$ cat src/rtl/mem_load_responder.sv
// Target end of the memory-load bus: buffers word writes for instruction memory and
// drains them when granted, and services one in-order readback at a time behind them.
module mem_load_responder #(
   parameter int FIFO_DEPTH = 4,
   parameter int ADDR_W     = 10
) (
   input  logic              clock,
   input  logic              reset,
   input  logic              mem_en,
   input  logic              mem_rd_wr,
   input  logic [31:0]       mem_add,
   input  logic [31:0]       mem_data,
   output logic [31:0]       rd_data,
   output logic              rd_valid,
   input  logic              imem_grant,
   output logic              imem_we,
   output logic              imem_re,
   output logic [ADDR_W-1:0] imem_addr,
   output logic [31:0]       imem_wdata,
   input  logic [31:0]       imem_rdata,
   output logic [2:0]        status,
   output logic [15:0]       wr_count
);

   // state    | meaning
   // IDLE     | no read outstanding
   // RD_WAIT  | read latched, waiting for empty FIFO and grant
   // RD_ISSUE | imem_re driven for this cycle
   // RD_DATA  | imem_rdata captured into rd_data, rd_valid pulsed
   typedef enum logic [1:0] {IDLE, RD_WAIT, RD_ISSUE, RD_DATA} state_t;

   localparam int PTR_W = $clog2(FIFO_DEPTH);

   state_t             state;
   logic [ADDR_W+31:0] fifo_mem [FIFO_DEPTH];
   logic [PTR_W:0]     wr_ptr;
   logic [PTR_W:0]     rd_ptr;
   logic [ADDR_W-1:0]  rd_addr;

   logic               fifo_empty;
   logic               fifo_full;
   logic               misalign;
   logic               out_of_range;
   logic               addr_ok;
   logic               wr_req;
   logic               rd_req;
   logic               push;
   logic               pop;
   logic               overflow;
   logic [ADDR_W+31:0] head;

   assign fifo_empty   = (wr_ptr == rd_ptr);
   // Extra wrap bit distinguishes full from empty when the index bits match.
   assign fifo_full    = (wr_ptr[PTR_W] != rd_ptr[PTR_W]) &&
                         (wr_ptr[PTR_W-1:0] == rd_ptr[PTR_W-1:0]);

   assign misalign     = mem_en && (mem_add[1:0] != 2'b00);
   assign out_of_range = mem_en && (mem_add[31:ADDR_W+2] != '0);
   assign addr_ok      = mem_en && !misalign && !out_of_range;
   assign wr_req       = addr_ok && mem_rd_wr;
   assign rd_req       = addr_ok && !mem_rd_wr;

   // Full is judged before any same-cycle pop, so a pop never makes room for this push.
   assign push         = wr_req && !fifo_full;
   assign pop          = !fifo_empty && imem_grant && (state != RD_DATA);
   assign overflow     = (wr_req && fifo_full) || (rd_req && (state != IDLE));
   assign head         = fifo_mem[rd_ptr[PTR_W-1:0]];

   always_ff @(posedge clock) begin
      if (push) begin
         fifo_mem[wr_ptr[PTR_W-1:0]] <= {mem_add[ADDR_W+1:2], mem_data};
      end
   end

   always_ff @(posedge clock) begin
      if (reset) begin
         state      <= IDLE;
         wr_ptr     <= '0;
         rd_ptr     <= '0;
         rd_addr    <= '0;
         rd_data    <= '0;
         rd_valid   <= 1'b0;
         imem_we    <= 1'b0;
         imem_re    <= 1'b0;
         imem_addr  <= '0;
         imem_wdata <= '0;
         status     <= '0;
         wr_count   <= '0;
      end else begin
         imem_we    <= 1'b0;
         imem_re    <= 1'b0;
         imem_addr  <= '0;
         imem_wdata <= '0;
         rd_valid   <= 1'b0;
         status     <= status | {out_of_range, misalign, overflow};

         if (push) begin
            wr_ptr <= wr_ptr + 1'b1;
            if (wr_count != 16'hFFFF) begin
               wr_count <= wr_count + 16'd1;
            end
         end

         if (pop) begin
            rd_ptr     <= rd_ptr + 1'b1;
            imem_we    <= 1'b1;
            imem_addr  <= head[ADDR_W+31:32];
            imem_wdata <= head[31:0];
         end

         // RD_WAIT only issues on an empty FIFO, so it never collides with a pop.
         case (state)
            IDLE: begin
               if (rd_req) begin
                  rd_addr <= mem_add[ADDR_W+1:2];
                  state   <= RD_WAIT;
               end
            end
            RD_WAIT: begin
               if (fifo_empty && imem_grant) begin
                  imem_re   <= 1'b1;
                  imem_addr <= rd_addr;
                  state     <= RD_ISSUE;
               end
            end
            RD_ISSUE: begin
               state <= RD_DATA;
            end
            RD_DATA: begin
               rd_data  <= imem_rdata;
               rd_valid <= 1'b1;
               state    <= IDLE;
            end
            default: begin
               state <= IDLE;
            end
         endcase
      end
   end

endmodule

$ cat config.mk
export PLATFORM = sky130hd
export DESIGN_NAME = mem_load_responder
export DESIGN_NICKNAME = d
export VERILOG_FILES = /design/src/rtl/mem_load_responder.sv
export SDC_FILE = /design/constraint.sdc
export NUM_CORES = 1
export LEC_CHECK = 0
export ABC_AREA = 1
export CORE_UTILIZATION = 40
export CTS_BUF_LIST = sky130_fd_sc_hd__clkbuf_8
export CTS_CLUSTER_SIZE = 16
export DETAILED_ROUTE_END_ITERATION = 8
export MAX_ROUTING_LAYER = met4
export PLACE_DENSITY = 0.61
export SLEW_MARGIN = 20
export SYNTH_ARGS = -nofsm -noshare
export SYNTH_HDL_FRONTEND = slang
export SYNTH_SLANG_ARGS = --single-unit
$ cat constraint.sdc
create_clock -name clock -period 7.4 [get_ports clock]
set_clock_uncertainty 0.05 [all_clocks]
set_input_delay 0.74 -clock clock [delete_from_list [all_inputs] [get_ports clock]]
set_output_delay 0.74 -clock clock [all_outputs]
set_load 0.005 [all_outputs]
==> metrics <==
Cell Pwr Density=236 mW/mm^2; I/O Buffers=196; clk sink count=284; CTS tree=done; Reg2Reg Capture Point=imem_addr[4]$_SDFF_PP0_; area occupied by registers=0.00737 mm^2; Worst R2R Setup Slack=4.83 ns; worst endpoint required time=7.51 ns; RSZ-0062 raised after global routing=no; vias=7610; nets=1303; Slew @ Worst Pin=1.04 ns; placed cell count=1476; Slew Limit Fails=0; vias in the first global route=7445; clock root cell=clkbuf_8; post-cts resize count=0; multi-input combinational cell area=0.00279 mm^2; Num CTS Buffers=48; DRT iter0 DRCs=423; die area=0.0270 mm^2; Top-Level Pins=197; first-pass GRT wire length=37800 um; Via density=4.86; Mapped Cells=988; Setup CP Type=in -> reg; Int Power=2.53 mW; CP Max Fanout=42; Fin. Hold Viols=0; clock share of power=42.5%; Sw Ratio=22.1%; syn nets=1100; Worst Setup End Kind=register; hold_sp=status[1]$_SDFF_PP0_; Worst Hold Depth=2; largest net degree at the start of global routing=86; CP arrival=2.87 ns; worst skew pair latency=0.55 ns; mean routed wirelength per cell=15.4 um; minimum clock period=2.75 ns; Die Ht=164 um; setup TNS=0 ns; status=complete, no violations; Yosys cell types=30; Seq pwr share=52.0%; setup violation total in the final timing report=0; Final Cycle Share=37.2%; Hold/Removal Path Class=reg -> reg; starting density of the core=40.6%; fmax=363 MHz; peak supply drop=115 uV; Place WS=4.03 ns; Core Area=0.0260 mm^2; fill count=2329; # rows=59; Finished Core Util=53.0%; worst setup margin=4.65 ns; Routed Antenna Nets=0; Die Span X=164 um; grt ovf=0; post-synth top area share=47.9%; Register-to-Register Path Depth=7; post-route insts no fill=1566; synthesized flop and latch total=284; Synth area leader=edfxtp_1; post-synthesis sequential area ratio=69.9%; antenna cells=0; total track usage=18.5%; P&R area growth vs syn=30.6%; first drt pass iteration count=4; Post-DP HPWL=14100 um; Syn. warnings=0; maximum buffer depth of the clock tree=3; Rel. slew slack=30.9%; cts hold-fix bufs=0; DRC viols=0; Placer Congestion=0.799; WHS Endpoint=status[1]$_SDFF_PP0_; Worst Hold Slack=0.398 ns; Lkg Pwr=5.03 nW; number of antenna violations at the first check in global routing=0; NetSw=718 uW; post-CTS setup buffer count=0; CP Launch Type=input pin; Clk pin slew, worst setup/hold paths=0.05 ns; Synth area leaders=edfxtp_1, dfxtp_1, nor2_1; Gate power share=5.4%; syn avg cell area=10.7 um^2; Routed WL=24100 um; CTS HTree Levels=2; Max-Cap Viols=0; Syn Std Cell Area=0.0105 mm^2; layout cell share with drive strength beyond 1=7.47%
critical path, cell delays in order:
cell and delay, ns:
clkdlybuf4s50_1 0.41, nor2_1 0.10, nand2_1 0.06, nor2_2 0.12
nand2_1 0.09, nor2_4 0.11, nand4_4 0.25, inv_1 0.15
nand2_1 0.10, inv_2 0.71
synthesized netlist by cell type, drive strengths merged:
library cell,n
a21oi,61
and2,1
buf,13
clkbuf,37
dfxtp,116
edfxtp,168
ha,11
inv,54
nand2,62
nand3,22
nand3b,1
nand4,5
nor2,273
nor3,3
nor3b,1
nor4,1
o21ai,146
o22ai,10
xnor2,2
xor2,1
routing by layer:
metal  wire length, um  global-route usage (%)  up-vias
met5                 0                       -        -
li1                  -                       -     3763
met1             10700                    23.3     3550
met3              1830                    4.82       48
met2             11000                    28.9      249
met4               565                    6.52        0
power groups by stage:
stage | clock network (mW) | registers (mW) | logic [mW]
2_1_floorplan | 0 | 1.72 | 0.0771
3_3_place_gp | 0 | 1.73 | 0.175
3_5_place_dp | 0 | 1.73 | 0.177
4_1_cts | 1.43 | 1.69 | 0.178
5_1_grt | 1.49 | 1.69 | 0.196
6_report | 1.38 | 1.69 | 0.176
worst max path at each step:
stage / slack [ns] / to / start
final: 4.65 / fifo_mem[3][3]$_DFFE_PP_ / mem_add[25]
after global placement: 4.03 / fifo_mem[3][16]$_DFFE_PP_ / mem_add[27]
after detailed placement: 4.03 / fifo_mem[3][18]$_DFFE_PP_ / mem_add[27]
after global routing: 4.45 / fifo_mem[3][32]$_DFFE_PP_ / mem_add[17]
after CTS: 4.63 / fifo_mem[3][3]$_DFFE_PP_ / mem_add[27]
after floorplan: 3.66 / fifo_mem[0][0]$_DFFE_PP_ / mem_add[27]
flip-flops by register name, indices dropped and copies added (netlist names), named ones only:
signal	cells
fifo_mem	168
imem_wdata	32
rd_data	32
wr_count	16
imem_addr	10
rd_addr	10
rd_ptr	3
status	3
wr_ptr	3
state	2
imem_re	1
imem_we	1
rd_valid	1
area by class of cell:
class	instances	share of cell area, %
clock buffers	53	5.30
inverters	54	1.47
clock inverters	37	1.73
flip-flops and latches	284	53.5
repair buffers	203	14.6
well taps	335	3.05
multi-input cells	600	20.3
cells in the final DEF (no fill, tap or decap), drive strengths merged, types with 2 or more instances in the layout:
cell type        n
nand4            5
nand2           62
dfxtp          116
buf              7
clkinv          11
o21ai          146
nor3             3
o22ai           10
a21oi           61
nor2           273
clkdlybuf4s50  196
bufinv           3
xnor2            2
clkbuf          53
ha              11
edfxtp         168
inv             77
nand3           22
stage by stage:
stage                     area [um^2]  total power, mW
after floorplan                 10500             1.80
after global placement          12800             1.90
after detailed placement        12800             1.90
after CTS                       13800             3.30
after global routing            13800             3.38
final                           13800             3.25
logic make-up after synthesis:
logic type | share of synthesized area [%]
AOI/OAI and AO/OA | 10.4
xor gates and xnor gates | 0.249
adders and majority gates | 1.31
buffers and inverters | 3.88
DFF | 69.9
and+or+nand+nor | 14.3
Power figures use the tool's default switching activity.
